File: src/rtl/regfile_pkg.sv
// Shared constants and payload types for the register-file write-back path.
package regfile_pkg;

  localparam int unsigned XLEN       = 32;
  localparam int unsigned REG_ADDR_W = 5;
  localparam int unsigned NUM_REGS   = 32;

  typedef struct packed {
    logic [REG_ADDR_W-1:0] addr;
    logic [XLEN-1:0]       data;
  } wb_req_t;

  typedef logic [NUM_REGS-1:0] busy_vec_t;

endpackage

File: src/rtl/regfile_wb_arbiter_if.sv
// Write-back requester bundle: packed per-requester valid/ready/addr/data plus a global hold.
interface regfile_wb_arbiter_if
  import regfile_pkg::*;
#(
  parameter int unsigned NUM_REQ = 3,
  parameter int unsigned ADDR_W  = REG_ADDR_W,
  parameter int unsigned DATA_W  = XLEN
);

  logic [NUM_REQ-1:0]        req_valid;
  logic [NUM_REQ-1:0]        req_ready;
  logic [NUM_REQ*ADDR_W-1:0] req_addr;
  logic [NUM_REQ*DATA_W-1:0] req_data;
  logic                      wb_hold;

  modport master (
    output req_valid, req_addr, req_data, wb_hold,
    input  req_ready
  );

  modport slave (
    input  req_valid, req_addr, req_data, wb_hold,
    output req_ready
  );

endinterface

File: src/rtl/regfile_wb_arbiter_arb.sv
// One-hot grant selection for the write-back port.
// RR_ARB_EN selects round-robin with a rotating pointer; otherwise fixed priority, index 0 first.
module wb_rr_arbiter #(
  parameter int unsigned NUM_REQ = 3
) (
  input  logic               clk,
  input  logic               reset,
  input  logic [NUM_REQ-1:0] req,
  output logic [NUM_REQ-1:0] grant
);

  localparam int unsigned PTR_W = (NUM_REQ > 1) ? $clog2(NUM_REQ) : 1;

`ifdef RR_ARB_EN
  logic [PTR_W-1:0] ptr_q;
  logic [PTR_W-1:0] ptr_nxt;
  logic [PTR_W-1:0] winner_c;
  logic             found_c;

  // Scan from the pointer upward, wrapping past the last requester.
  always_comb begin
    int unsigned idx;
    idx      = 0;
    grant    = '0;
    winner_c = '0;
    found_c  = 1'b0;
    for (int unsigned off = 0; off < NUM_REQ; off++) begin
      idx = 32'(ptr_q) + off;
      if (idx >= NUM_REQ) idx = idx - NUM_REQ;
      if (!found_c && req[idx]) begin
        found_c  = 1'b1;
        winner_c = PTR_W'(idx);
      end
    end
    if (found_c) grant[winner_c] = 1'b1;
  end

  always_comb begin
    ptr_nxt = ptr_q;
    if (found_c) begin
      if (32'(winner_c) == NUM_REQ - 1) ptr_nxt = '0;
      else                              ptr_nxt = winner_c + PTR_W'(1);
    end
  end

  always_ff @(posedge clk or negedge reset) begin
    if (!reset) ptr_q <= '0;
    else        ptr_q <= ptr_nxt;
  end
`else
  logic found_c;
  logic unused_clk_reset;

  // Clock and reset only feed the pointer, which fixed priority does not need.
  assign unused_clk_reset = clk ^ reset;

  always_comb begin
    grant   = '0;
    found_c = 1'b0;
    for (int unsigned i = 0; i < NUM_REQ; i++) begin
      if (!found_c && req[i]) begin
        found_c  = 1'b1;
        grant[i] = 1'b1;
      end
    end
  end
`endif

endmodule

File: src/rtl/regfile_wb_arbiter.sv
// Shares the register-file write port among NUM_REQ write-back sources and tracks pending
// destinations in a busy scoreboard. Arbitration policy selected by RR_ARB_EN.
module regfile_wb_arbiter
  import regfile_pkg::*;
#(
  parameter int unsigned NUM_REQ  = 3,
  parameter int unsigned DATA_W   = XLEN,
  parameter int unsigned ADDR_W   = REG_ADDR_W,
  parameter int unsigned NUM_REGS = regfile_pkg::NUM_REGS
) (
  input  logic                clk,
  input  logic                reset,
  regfile_wb_arbiter_if.slave wb,
  input  logic                mark_valid,
  input  logic [ADDR_W-1:0]   mark_addr,
  input  logic                flush,
  input  logic [ADDR_W-1:0]   query_addr1,
  input  logic [ADDR_W-1:0]   query_addr2,
  output logic                query_busy1,
  output logic                query_busy2,
  output logic [NUM_REGS-1:0] busy_mask,
  output logic                reg_write,
  output logic [ADDR_W-1:0]   w_reg,
  output logic [DATA_W-1:0]   w_data
);

  logic [NUM_REQ-1:0]  req_eligible_c;
  logic [NUM_REQ-1:0]  grant_c;
  logic [ADDR_W-1:0]   sel_addr_c;
  logic [DATA_W-1:0]   sel_data_c;
  logic                transfer_c;
  logic                write_c;
  logic [NUM_REGS-1:0] busy_nxt_c;

  assign req_eligible_c = wb.req_valid & {NUM_REQ{~wb.wb_hold}};

  wb_rr_arbiter #(
    .NUM_REQ (NUM_REQ)
  ) u_arb (
    .clk   (clk),
    .reset (reset),
    .req   (req_eligible_c),
    .grant (grant_c)
  );

  // Grants are suppressed combinationally while reset is asserted.
  assign wb.req_ready = grant_c & {NUM_REQ{reset}};

  always_comb begin
    sel_addr_c = '0;
    sel_data_c = '0;
    for (int unsigned i = 0; i < NUM_REQ; i++) begin
      if (wb.req_ready[i]) begin
        sel_addr_c = wb.req_addr[i*ADDR_W +: ADDR_W];
        sel_data_c = wb.req_data[i*DATA_W +: DATA_W];
      end
    end
  end

  assign transfer_c = |wb.req_ready;
  // x0 requests complete the handshake but never reach the register file.
  assign write_c    = transfer_c && (sel_addr_c != '0);

  always_ff @(posedge clk or negedge reset) begin
    if (!reset) begin
      reg_write <= 1'b0;
      w_reg     <= '0;
      w_data    <= '0;
    end else begin
      reg_write <= write_c;
      if (write_c) begin
        w_reg  <= sel_addr_c;
        w_data <= sel_data_c;
      end
    end
  end

  // Priority: retire-clear < new mark < flush; entry 0 never busy.
  always_comb begin
    busy_nxt_c = busy_mask;
    if (write_c)    busy_nxt_c[sel_addr_c] = 1'b0;
    if (mark_valid) busy_nxt_c[mark_addr]  = 1'b1;
    if (flush)      busy_nxt_c             = '0;
    busy_nxt_c[0] = 1'b0;
  end

  always_ff @(posedge clk or negedge reset) begin
    if (!reset) busy_mask <= '0;
    else        busy_mask <= busy_nxt_c;
  end

  assign query_busy1 = busy_mask[query_addr1];
  assign query_busy2 = busy_mask[query_addr2];

endmodule

File: src/flat_wrapper.sv
// flat-port wrapper written by rule: the top's interface ports become plain ports
module regfile_wb_arbiter_flat import regfile_pkg::*;
#(
  parameter int unsigned NUM_REQ  = 3,
  parameter int unsigned DATA_W   = XLEN,
  parameter int unsigned ADDR_W   = REG_ADDR_W,
  parameter int unsigned NUM_REGS = regfile_pkg::NUM_REGS
)
  (clk, reset, mark_valid, mark_addr, flush, query_addr1, query_addr2, query_busy1, query_busy2, busy_mask, reg_write, w_reg, w_data, wb_req_valid, wb_req_addr, wb_req_data, wb_wb_hold, wb_req_ready);
  regfile_wb_arbiter_if #(.NUM_REQ(NUM_REQ), .ADDR_W(ADDR_W), .DATA_W(DATA_W)) wb_i ();
  input  logic clk;
  input  logic reset;
  input  logic mark_valid;
  input  logic [ADDR_W-1:0] mark_addr;
  input  logic flush;
  input  logic [ADDR_W-1:0] query_addr1;
  input  logic [ADDR_W-1:0] query_addr2;
  output logic query_busy1;
  output logic query_busy2;
  output logic [NUM_REGS-1:0] busy_mask;
  output logic reg_write;
  output logic [ADDR_W-1:0] w_reg;
  output logic [DATA_W-1:0] w_data;
  input wire logic [$bits(wb_i.req_valid)-1:0] wb_req_valid;
  input wire logic [$bits(wb_i.req_addr)-1:0] wb_req_addr;
  input wire logic [$bits(wb_i.req_data)-1:0] wb_req_data;
  input wire logic [$bits(wb_i.wb_hold)-1:0] wb_wb_hold;
  output wire logic [$bits(wb_i.req_ready)-1:0] wb_req_ready;
  assign wb_i.req_valid = wb_req_valid;
  assign wb_i.req_addr = wb_req_addr;
  assign wb_i.req_data = wb_req_data;
  assign wb_i.wb_hold = wb_wb_hold;
  assign wb_req_ready = wb_i.req_ready;
  regfile_wb_arbiter #(.NUM_REQ(NUM_REQ), .DATA_W(DATA_W), .ADDR_W(ADDR_W), .NUM_REGS(NUM_REGS)) u_core (.clk(clk), .reset(reset), .wb(wb_i), .mark_valid(mark_valid), .mark_addr(mark_addr), .flush(flush), .query_addr1(query_addr1), .query_addr2(query_addr2), .query_busy1(query_busy1), .query_busy2(query_busy2), .busy_mask(busy_mask), .reg_write(reg_write), .w_reg(w_reg), .w_data(w_data));
endmodule
File: config.mk
export PLATFORM = sky130hd
export DESIGN_NAME = regfile_wb_arbiter_flat
export DESIGN_NICKNAME = d
export VERILOG_FILES = /design/src/rtl/regfile_pkg.sv /design/src/rtl/regfile_wb_arbiter_if.sv /design/src/rtl/regfile_wb_arbiter_arb.sv /design/src/rtl/regfile_wb_arbiter.sv /design/src/flat_wrapper.sv
export SDC_FILE = /design/constraint.sdc
export NUM_CORES = 1
export LEC_CHECK = 0
export ABC_CLOCK_PERIOD_IN_PS = 1950
export CORE_MARGIN = 4
export CORE_UTILIZATION = 45
export CTS_CLUSTER_SIZE = 25
export DETAILED_ROUTE_END_ITERATION = 12
export DONT_BUFFER_PORTS = 1
export GPL_TIMING_DRIVEN = 0
export PLACE_DENSITY = 0.73
export SLEW_MARGIN = 10
export SYNTH_ARGS = -nofsm -noshare
export SYNTH_HDL_FRONTEND = slang
export SYNTH_SLANG_ARGS = --single-unit
File: constraint.sdc
create_clock -name clk -period 1.95 [get_ports clk]
set_input_delay 0.2925 -clock clk [delete_from_list [all_inputs] [get_ports clk]]
set_output_delay 0.2925 -clock clk [all_outputs]
set_load 0.005 [all_outputs]
==> impl_metrics.tcl <==
set metrics [dict create \
    status "finished with violations" \
    pre_cts_slack_ns -0.2068 \
    ctsHtreeMaxLevel 3 \
    stdcell_count 584 \
    async_flop_share 1.000 \
    finalHoldViolCount 0 \
    start_kind "flop" \
    core_um2 9328 \
    violations "negative setup slack" \
    finalClockSkew_ns 0 \
    grt_first_pass_wirelength_um 21580 \
    antenna_left 0 \
    setup_ws_ns -0.4322 \
    design_area_um2 4825 \
    nets 583 \
    synth_edf_count 0 \
    cts_buffers 9 \
    netlist_instances 436 \
    die_area_um2 11320 \
    p_leak_nw 2.005 \
    syn_avg_cell_area_um2 9.992 \
    globalplace.congestion 0.8895 \
    die_x_um 106.4 \
    syn-num-nets 570 \
    cts_sinks 69 \
    crit_fanout 4 \
    drv_slew 0 \
    ys_ff_latch 69 \
    clkLatencyLatePin_ns 0.35 \
    required_ns 1.66 \
    grt_overflow 0 \
    port_buffers 0 \
    synth.distinct_cells 47 \
    arrival_ns 2.09 \
    ir_worst_vdd_uv 313.9 \
    criticalPathCategory "flop to output port" \
    row_count 35 \
    dp_hpwl_um 10920 \
    syn_to_final_growth_pct 10.74 \
    seq_area_frac_synth 0.3963 \
    total_power_mw 3.509 \
    worst_pin_slew_ns 0.8196 \
    fin_crit_sh 1.222 \
    ios 209 \
    period_minus_slack_ns 2.382 \
    largest_register_ffs 32 \
    die_h_um 106.4 \
    yosys_warnings 0 \
    drc 0 \
    cp-end-kind "output port" \
    reg2regPathDepth 2 \
    initialDrtViolationCount 426 \
    drive_above_1_share 0.1454 \
    vias 3839 \
    min_path_type "input pin to flop" \
    holdWs_ns 0.07962 \
    synth_top_cell_by_area "dfrtp_1" \
    start_util 0.4671 \
    wl_per_cell_um 24.22 \
    cts_tree "done" \
    max_cap_viol_count 0 \
    grt.total_usage 0.2465 \
    cts_buffer_depth 2 \
    syn-cell-area_um2 4357 \
    dpl-instance-area_um2 4531 \
    power.density_nw_per_um2 727.2 \
    firstDrtPassIters 6 \
    rsz0062_at_grt "yes" \
    finalSetupViolCount 2 \
    synthTopCellsByArea "dfrtp_1 40%, mux4_2 9.3%, mux2i_1 7.8%" \
    yosysTopAreaCellShare 0.3963 \
    relSlewSlack 0.4494 \
    placed_cells 565 \
    grt_max_degree 70 \
    fmax_mhz 419.8 \
    path_clk_slew_ns 0.08 \
    antenna_found_initial 0 \
    min_path_cells 2 \
    clockRootBuffer "clkbuf_8" \
    via_per_inst 6.574 \
    ys.flop_type "dfrtp_1" \
    grt_pass1_vias 3829 \
    wl_um 14140 \
]
-- critical path, stage by stage (launching register included) --
cell and delay (ns):
dfrtp_1 0.47, mux4_2 0.51, mux4_2 0.47, mux2_4 0.29
-- worst paths after layout --
kind	start	endpoint	slack, ns
setup / recovery	u_core.busy_mask[19]	query_busy1	-0.43
hold reg to reg	u_core.w_data[19]	u_core.w_data[19]	0.55
hold / removal	wb_req_addr[11]	u_core.w_reg[1]	0.08
max in group asynchronous	reset	u_core.w_data[25]	1.13
setup reg to reg	u_core.busy_mask[11]	u_core.busy_mask[11]	1.08
min in group asynchronous	reset	u_core.busy_mask[28]	0.50
-- cells by family after synthesis --
| logic type | Yosys count | synth area share |
|---|---|---|
| AO/OA/AOI/OAI | 124 | 0.2194 |
| flip-flops | 69 | 0.3963 |
| other | 1 | 0.0008607 |
| multiplexers | 55 | 0.1789 |
| AND/OR/NAND/NOR | 112 | 0.1304 |
| buffers and inverters | 75 | 0.07409 |
-- per-stage QoR --
step / TNS [ns] / util
2_1_floorplan: 0 / -
3_3_place_gp: -0.3975 / 0.4857
3_5_place_dp: -0.9698 / 0.4857
4_1_cts: -0.8809 / 0.5159
5_1_grt: -0.8991 / 0.5170
6_report: -0.8361 / 0.5172
-- cells in the mapped netlist, types with 3 or more instances --
cell / number
inv_1: 44
nor2_1: 9
nand2b_1: 6
o211ai_1: 14
nand3_1: 10
a32oi_1: 3
clkbuf_1: 17
and2_1: 3
a222oi_1: 32
nor3b_1: 4
o21ai_0: 19
buf_6: 3
nor3_1: 5
a21oi_1: 19
o31ai_1: 7
buf_2: 9
nand3b_1: 7
mux2_2: 3
a221oi_1: 4
dfrtp_1: 69
or2_2: 3
mux4_2: 18
nor2b_1: 6
o311ai_0: 8
mux2i_1: 34
nand2_1: 48
and3_1: 5
-- final cells by class --
cell class	count	area, um^2
fillers	838	4503
multi-input cells	292	2315
flip-flops and latches	69	1734
plain buffers	31	170.2
inverters	44	165.2
well taps	129	161.4
clock buffers	10	127.6
clock inverters	6	111.4
repair buffers	2	37.54
diodes	1	2.502
-- per-layer routing --
metal  vias to the layer above  track usage  share of wire
met4                         0      0.07771          0.016
li1                       1700            -              -
met1                      1864       0.3086           0.38
met5                         -            0              0
met3                        17      0.09654           0.13
met2                       258       0.3928           0.48
-- where the power goes --
| group | switching (mW) | internal, mW |
|---|---|---|
| registers | 0.0926 | 1.53 |
| logic | 0.268 | 0.197 |
| clock network | 0.571 | 0.850 |
-- placed cells by master (no fill, tap or decap), types with 2 or more instances in the layout --
cell type / Yosys / routed
o31ai_1: 7 / 7
and3b_1: 2 / 2
nor2_1: 9 / 9
clkbuf_8: 0 / 9
a31o_2: 2 / 2
dfrtp_2: 0 / 6
a21o_1: 2 / 2
a32oi_1: 3 / 3
nand2_1: 48 / 48
a222oi_1: 32 / 32
a22oi_1: 2 / 2
nor3_1: 5 / 5
dfrtp_1: 69 / 63
a22o_1: 2 / 2
nand2b_1: 6 / 6
buf_2: 9 / 7
mux4_2: 18 / 18
mux2i_1: 34 / 34
nor3b_1: 4 / 4
a221oi_1: 4 / 4
nand3b_1: 7 / 7
o21ai_0: 19 / 19
o32ai_1: 2 / 2
or2_2: 3 / 3
nand3_1: 10 / 10
buf_6: 3 / 5
inv_1: 44 / 44
buf_4: 2 / 2
o211ai_1: 14 / 14
nor2b_1: 6 / 6
and2_1: 3 / 3
bufinv_16: 0 / 3
a21oi_1: 19 / 19
o311ai_0: 8 / 8
clkbuf_1: 17 / 18
mux2_4: 0 / 2
and3_1: 5 / 5
-- repair_timing --
| action | in CTS | in global routing |
|---|---|---|
| endpoints found under the hold margin | 69 | 0 |
| hold buffers | 2 | 0 |
| setup buffers | 0 | 0 |
| gates cloned | 0 | 0 |
| endpoints found under the setup margin | 2 | 2 |
| resized for setup | 2 | 6 |
Note: power is estimated with default switching activity, not from simulation.
